### config.mk
export PLATFORM = sky130hd
export DESIGN_NAME = mc_control_fsm
export DESIGN_NICKNAME = d
export VERILOG_FILES = /design/src/rtl/mc_pkg.sv /design/src/rtl/mc_control_fsm_aludec.sv /design/src/rtl/mc_control_fsm.sv
export SDC_FILE = /design/constraint.sdc
export NUM_CORES = 1
export LEC_CHECK = 0
export ABC_AREA = 1
export BUFFER_PORTS_ARGS = -buffer_cell sky130_fd_sc_hd__buf_2
export CORE_UTILIZATION = 35
export DETAILED_ROUTE_END_ITERATION = 7
export PLACE_DENSITY_LB_ADDON = 0.25
export RECOVER_POWER = 50
export SETUP_SLACK_MARGIN = 0.1
export SLEW_MARGIN = 20
export SYNTH_ARGS = -nofsm -noshare
export SYNTH_HDL_FRONTEND = slang
export SYNTH_SLANG_ARGS = --single-unit
### constraint.sdc
create_clock -name clk -period 1.2 [get_ports clk]
set_clock_uncertainty 0.2 [all_clocks]
set_input_delay 0.06 -clock clk [delete_from_list [all_inputs] [get_ports clk]]
set_output_delay 0.06 -clock clk [all_outputs]
set_load 0.05 [all_outputs]
### src/rtl/mc_pkg.sv
// Shared types for the multicycle RV32I control unit:
// FSM states, opcodes, ALUOp and ALUControl encodings.
package mc_pkg;

  typedef enum logic [3:0] {
    FETCH,
    DECODE,
    MEMADR,
    MEMREAD,
    MEMWB,
    MEMWRITE,
    EXECR,
    EXECI,
    ALUWB,
    BEQ,
    JAL
  } state_t;

  localparam logic [6:0] OP_LW  = 7'b0000011;
  localparam logic [6:0] OP_SW  = 7'b0100011;
  localparam logic [6:0] OP_R   = 7'b0110011;
  localparam logic [6:0] OP_I   = 7'b0010011;
  localparam logic [6:0] OP_BEQ = 7'b1100011;
  localparam logic [6:0] OP_JAL = 7'b1101111;

  typedef enum logic [1:0] {
    ALUOP_ADD = 2'b00,
    ALUOP_SUB = 2'b01,
    ALUOP_FN  = 2'b10
  } aluop_t;

  localparam logic [2:0] ALU_ADD = 3'b000;
  localparam logic [2:0] ALU_SUB = 3'b001;
  localparam logic [2:0] ALU_AND = 3'b010;
  localparam logic [2:0] ALU_OR  = 3'b011;
  localparam logic [2:0] ALU_SRL = 3'b100;
  localparam logic [2:0] ALU_SLT = 3'b101;
  localparam logic [2:0] ALU_XOR = 3'b110;
  localparam logic [2:0] ALU_SLL = 3'b111;

endpackage

### src/rtl/mc_control_fsm_aludec.sv
// ALU decoder: maps ALUOp, funct3, funct7b5 and op[5] to ALUControl.
// Ports: alu_op_i, op5_i, funct3_i, funct7b5_i -> alu_ctrl_o.
module mc_control_fsm_aludec
  import mc_pkg::*;
(
  input  aluop_t     alu_op_i,
  input  logic       op5_i,
  input  logic [2:0] funct3_i,
  input  logic       funct7b5_i,
  output logic [2:0] alu_ctrl_o
);

  always_comb begin
    alu_ctrl_o = ALU_ADD;
    unique case (alu_op_i)
      ALUOP_ADD: alu_ctrl_o = ALU_ADD;
      ALUOP_SUB: alu_ctrl_o = ALU_SUB;
      default: begin
        unique case (funct3_i)
          // subi does not exist, so op[5] gates sub
          3'b000: alu_ctrl_o = (funct7b5_i & op5_i) ?
                               ALU_SUB : ALU_ADD;
          3'b010: alu_ctrl_o = ALU_SLT;
          3'b110: alu_ctrl_o = ALU_OR;
          3'b111: alu_ctrl_o = ALU_AND;
          3'b101: alu_ctrl_o = ALU_SRL;
          3'b100: alu_ctrl_o = ALU_XOR;
          3'b001: alu_ctrl_o = ALU_SLL;
          default: alu_ctrl_o = ALU_ADD;
        endcase
      end
    endcase
  end

endmodule

### src/rtl/mc_control_fsm.sv
// Multicycle RV32I control FSM (lw, sw, R, I, beq, jal) with memory-ready
// wait; optional retired-instruction counter under MC_PERF_CNT_EN.
// Ports: clk, reset, op, funct3, funct7b5, zero, mem_ready in;
//   PCWrite, AdrSrc, MemWrite, IRWrite, ResultSrc, ALUSrcA, ALUSrcB,
//   ImmSrc, RegWrite, ALUControl, illegal, instret out.
module mc_control_fsm
  import mc_pkg::*;
#(
  parameter int CNT_W = 32
) (
  input  logic             clk,
  input  logic             reset,
  input  logic [6:0]       op,
  input  logic [2:0]       funct3,
  input  logic             funct7b5,
  input  logic             zero,
  input  logic             mem_ready,
  output logic             PCWrite,
  output logic             AdrSrc,
  output logic             MemWrite,
  output logic             IRWrite,
  output logic [1:0]       ResultSrc,
  output logic [1:0]       ALUSrcA,
  output logic [1:0]       ALUSrcB,
  output logic [1:0]       ImmSrc,
  output logic             RegWrite,
  output logic [2:0]       ALUControl,
  output logic             illegal,
  output logic [CNT_W-1:0] instret
);

  state_t state_q, state_d;
  aluop_t alu_op;
  logic   pc_upd, branch;
  logic   ir_wr, mem_wr, reg_wr, ill;

  always_ff @(posedge clk) begin
    if (reset) state_q <= FETCH;
    else       state_q <= state_d;
  end

  always_comb begin
    state_d   = state_q;
    pc_upd    = 1'b0;
    branch    = 1'b0;
    ir_wr     = 1'b0;
    mem_wr    = 1'b0;
    reg_wr    = 1'b0;
    ill       = 1'b0;
    AdrSrc    = 1'b0;
    ResultSrc = 2'b00;
    ALUSrcA   = 2'b00;
    ALUSrcB   = 2'b00;
    alu_op    = ALUOP_ADD;
    unique case (state_q)
      FETCH: begin
        ALUSrcB   = 2'b10;
        ResultSrc = 2'b10;
        if (mem_ready) begin
          ir_wr   = 1'b1;
          pc_upd  = 1'b1;
          state_d = DECODE;
        end
      end
      DECODE: begin
        ALUSrcA = 2'b01;
        ALUSrcB = 2'b01;
        unique case (op)
          OP_LW, OP_SW: state_d = MEMADR;
          OP_R:         state_d = EXECR;
          OP_I:         state_d = EXECI;
          OP_BEQ:       state_d = BEQ;
          OP_JAL:       state_d = JAL;
          default: begin
            state_d = FETCH;
            ill     = 1'b1;
          end
        endcase
      end
      MEMADR: begin
        ALUSrcA = 2'b10;
        ALUSrcB = 2'b01;
        state_d = op[5] ? MEMWRITE : MEMREAD;
      end
      MEMREAD: begin
        AdrSrc = 1'b1;
        if (mem_ready) state_d = MEMWB;
      end
      MEMWB: begin
        ResultSrc = 2'b01;
        reg_wr    = 1'b1;
        state_d   = FETCH;
      end
      MEMWRITE: begin
        AdrSrc = 1'b1;
        mem_wr = 1'b1;
        if (mem_ready) state_d = FETCH;
      end
      EXECR: begin
        ALUSrcA = 2'b10;
        alu_op  = ALUOP_FN;
        state_d = ALUWB;
      end
      EXECI: begin
        ALUSrcA = 2'b10;
        ALUSrcB = 2'b01;
        alu_op  = ALUOP_FN;
        state_d = ALUWB;
      end
      ALUWB: begin
        reg_wr  = 1'b1;
        state_d = FETCH;
      end
      BEQ: begin
        ALUSrcA = 2'b10;
        alu_op  = ALUOP_SUB;
        branch  = 1'b1;
        state_d = FETCH;
      end
      JAL: begin
        ALUSrcA = 2'b01;
        ALUSrcB = 2'b10;
        pc_upd  = 1'b1;
        state_d = ALUWB;
      end
      default: state_d = FETCH;
    endcase
  end

  always_comb begin
    ImmSrc = 2'b00;
    unique case (op)
      OP_SW:   ImmSrc = 2'b01;
      OP_BEQ:  ImmSrc = 2'b10;
      OP_JAL:  ImmSrc = 2'b11;
      default: ImmSrc = 2'b00;
    endcase
  end

  // Writes are suppressed combinationally while reset is high so an
  // aborted instruction cannot commit anything in its last cycle.
  assign PCWrite  = ~reset & (pc_upd | (branch & zero));
  assign IRWrite  = ~reset & ir_wr;
  assign MemWrite = ~reset & mem_wr;
  assign RegWrite = ~reset & reg_wr;
  assign illegal  = ~reset & ill;

  mc_control_fsm_aludec u_aludec (
    .alu_op_i   (alu_op),
    .op5_i      (op[5]),
    .funct3_i   (funct3),
    .funct7b5_i (funct7b5),
    .alu_ctrl_o (ALUControl)
  );

`ifdef MC_PERF_CNT_EN
  logic [CNT_W-1:0] instret_q, instret_d;
  logic             retire;

  // Only completing states count; the illegal DECODE->FETCH path does not.
  assign retire = (state_d == FETCH) &&
                  (state_q == MEMWB || state_q == MEMWRITE ||
                   state_q == ALUWB || state_q == BEQ);

  assign instret_d = retire ? instret_q + CNT_W'(1) : instret_q;

  always_ff @(posedge clk) begin
    if (reset) instret_q <= '0;
    else       instret_q <= instret_d;
  end

  assign instret = reset ? '0 : instret_q;
`else
  assign instret = '0;
`endif

endmodule

==> key figures <==
Run status
  – Status: complete, but fails checks
  – Failing checks: setup timing

Setup path
  – Required time of the critical path: 0.94 ns
  – CP peak stage delay: 0.37 ns
  – Worst R2R Start: state_q[2]$_SDFFE_PP0P_
  – R2R Setup Slk: -0.33 ns
  – Cell repeated most along the worst path: inv_4
  – Reg2reg path depth: 9
  – Crit path max-delay family: buffers and inverters
  – Critical path class: reg2out
  – Crit path from: state_q[2]$_SDFFE_PP0P_
  – Worst Setup End Kind: primary output
  – CP Max Fanout: 3
  – Worst Path Buf+Inv: 4
  – Critical R2R Capture: state_q[2]$_SDFFE_PP0P_
  – WP depth: 6
  – Max stage delay cell, worst path: dfxtp_4
  – Crit start category: flip-flop
  – Worst Path Arrival: 1.43 ns
  – CP Cell Sequence: inv_4 -> nor2_4 -> inv_4 -> buf_12 -> o311ai_4 -> buf_6

Finish
  – Area Overhead vs Synth: 109%
  – Fin nets: 212
  – Fillers: 142
  – Sequential Area: 95.1 µm²
  – Final std cell area, no fill: 1620 µm²
  – Number of flip-flops in the largest register: 4
  – Largest regs: state_q x4
  – Diodes inserted: 0
  – Largest register by flop count: state_q
  – Footprint of the multi-input gates: 797 µm²
  – Share of cells above drive strength 1: 64.3%

Floorplanning
  – Total I/O pin count: 64
  – Die height: 49.0 µm
  – Die area: 2400 µm²
  – DIE WIDTH: 49.0 µm
  – Std-Cell Rows: 16
  – Starting density of the core: 38.3%
  – Core Region: 2020 µm²

Place
  – DP Worst Slack: -0.332 ns
  – Area of placed instances: 1210 µm²
  – Post-detailed-placement half-perimeter wirelength: 1870 µm
  – RD Place Congestion: 0.774
  – Port bufs: 31

GRT
  – Global-route met2 utilization: 45.4%
  – Wire length of the first global-routing pass: 4270 µm
  – Vias in the first global route: 1015
  – GR met3 Demand/Resource: 5.61%
  – Largest net degree at the start of global routing: 7
  – Top Usage Layer GRT: met2
  – Tot GR Track Use: 23.1%
  – GRT overflow: 0
  – Initial antenna violation count: 0
  – GR Util met1: 25.6%

Timing
  – RSZ-0062 raised after global routing: yes
  – Hold_ws: 0.0387 ns
  – Max Fclk: 591 MHz
  – Crit share post-route: 141%
  – Final Hold Fails: 0
  – Setup-failing EPs final: 19
  – Post-route minimum period: 1.69 ns
  – Slew Limit Fails: 0
  – Min setup slack post-route: -0.492 ns

Hold path
  – Hold EP: state_q[2]$_SDFFE_PP0P_
  – HP Start: mem_ready
  – Hold-critical path depth: 4
  – Worst hold-check path type: in2reg

Synthesis
  – Synth Area in Adders: 0%
  – Mux share of post-synthesis cell area: 0%
  – Post-synthesis sequential area ratio: 10.3%
  – Main flop type after synthesis: dfxtp_1
  – Mapped Avg Cell Area: 5.82 µm²
  – Share of the synthesized area in the top cell type: 31.0%
  – XOR/XNOR Fraction of Synth Area: 0%
  – Commonest cells in the netlist: 32 x buf_4, 27 x nand2_1, 18 x inv_1, 15 x nor2_1, 8 x nand3_1
  – Async S/R FF share, synth: 0%
  – Synth area leaders: buf_4 31%, nand2_1 13%, dfxtp_1 10%, inv_1 8.7%, nor2_1 7.3%
  – Largest family of logic cells by synthesized area: buffers and inverters
  – Simple-Gate Fraction of Synth Area: 34.9%
  – YS warnings: 0
  – Syn Std Cell Area: 774 µm²
  – Yosys cell types: 25
  – Post-synthesis compound-gate area fraction: 12.1%
  – Synthesized flop and latch total: 4
  – Top-count cell post-synth: buf_4
  – Gate Count Post-Synth: 133
  – Synth area leader: buf_4
  – EDFF count, synth: 0

Power
  – PD cells: 637 nW/µm²
  – Max VDD drop: 721 µV
  – Static Leak: 0.820 nW

Clocking
  – CTS tree: yes
  – Latest clock arrival within the worst-skew pair: 0.24 ns
  – Htree depth: 1
  – TritonCTS buffer count: 3
  – Sink Count: 4
  – Clock buffer depth: 2
  – CTS Root Cell: clkbuf_4
  – CTS clock-pin slew for the worst setup and hold paths: 0.04 ns
  – # hold bufs at CTS: 0

Drt
  – Antenna Nets Post-Route: 0
  – DR vias: 1023
  – Pre-antenna DRT Iters: 4
  – DRC violations left: 0
  – DR iter-0 viols: 14
  – Routed Wire Length: 2780 µm
  – Vias per inst: 4.59
  – WL/cell: 12.4 µm

Run
  – Max_cap viols: 0
-- timing repair --
action                                  4_1_cts  5_1_grt
endpoints found under the setup margin       21       21
buffers inserted                              9        1
gates cloned                                  0        0
pin swaps                                    17        7
resized for setup                            82       10
-- metal layers --
layer | wire [µm] | share of wire (%) | up-vias
met5 | 0 | 0 | -
met4 | 19 | 0.68 | 0
met3 | 214 | 7.7 | 2
met2 | 1590 | 57 | 64
met1 | 949 | 34 | 483
li1 | - | - | 474
-- metrics by stage --
stage	total power, mW	utilization [%]	std cells	TNS (ns)
floorplan	0.671	-	164	-3.06
global placement	0.711	59.9	210	-3.90
detailed placement	0.719	59.9	210	-4.51
CTS	1.01	78.1	223	-6.36
global route	1.08	79.9	223	-7.86
finish	1.03	79.9	223	-6.83
-- worst max-delay path by stage --
| stage | end | slack [ns] |
|---|---|---|
| 2_1_floorplan | illegal | -0.46 |
| 6_report | ALUSrcB[0] | -0.49 |
| 3_3_place_gp | ALUControl[2] | -0.28 |
| 4_1_cts | ALUControl[0] | -0.46 |
| 5_1_grt | ALUSrcB[0] | -0.53 |
| 3_5_place_dp | ALUControl[2] | -0.33 |
-- cell type report --
type                    count  area share, %
multi-input cells         105           49.3
repair buffers             61           35.1
inverters                  22           5.96
flip-flops and latches      4           5.89
well taps                  27           2.09
clock buffers               4           1.63
-- tightest hold or removal path: stages --
cell and delay [ns]:
buf_2 0.11, inv_1 0.09, nand3_1 0.11, a21oi_2 0.06
-- kinds of logic after synthesis --
kind of cell,Yosys count
AOI/OAI and AO/OA,14
other,1
DFF,4
buffers and inverters,55
and+or+nand+nor,59
-- layout by cell type (no fill, tap or decap) --
cell,count
conb_1,32
buf_4,27
buf_6,17
nand2_1,14
nor2_4,12
nand2_4,9
inv_2,9
inv_1,8
buf_2,8
buf_8,7
nor2_1,5
nand2_2,5
inv_4,4
nand3_1,4
clkbuf_4,4
dfxtp_4,4
nand3_4,3
o211ai_1,2
o21ai_4,2
nor2_2,2
a211oi_4,2
a31oi_4,2
a21oi_2,2
a22oi_2,1
clkinvlp_4,1
and3_4,1
o311ai_4,1
nor4_4,1
a31oi_1,1
nand4_1,1
or2_1,1
a21oi_1,1
nand3_2,1
clkbuf_1,1
buf_12,1
-- report_power, final --
group / total (mW) / internal [mW] / switching, mW
combinational: 0.700 / 0.206 / 0.493
clock: 0.190 / 0.125 / 0.0644
sequential: 0.139 / 0.132 / 0.00688
total: 1.03 / 0.464 / 0.564
No activity file was read; power rests on OpenSTA's default activity.
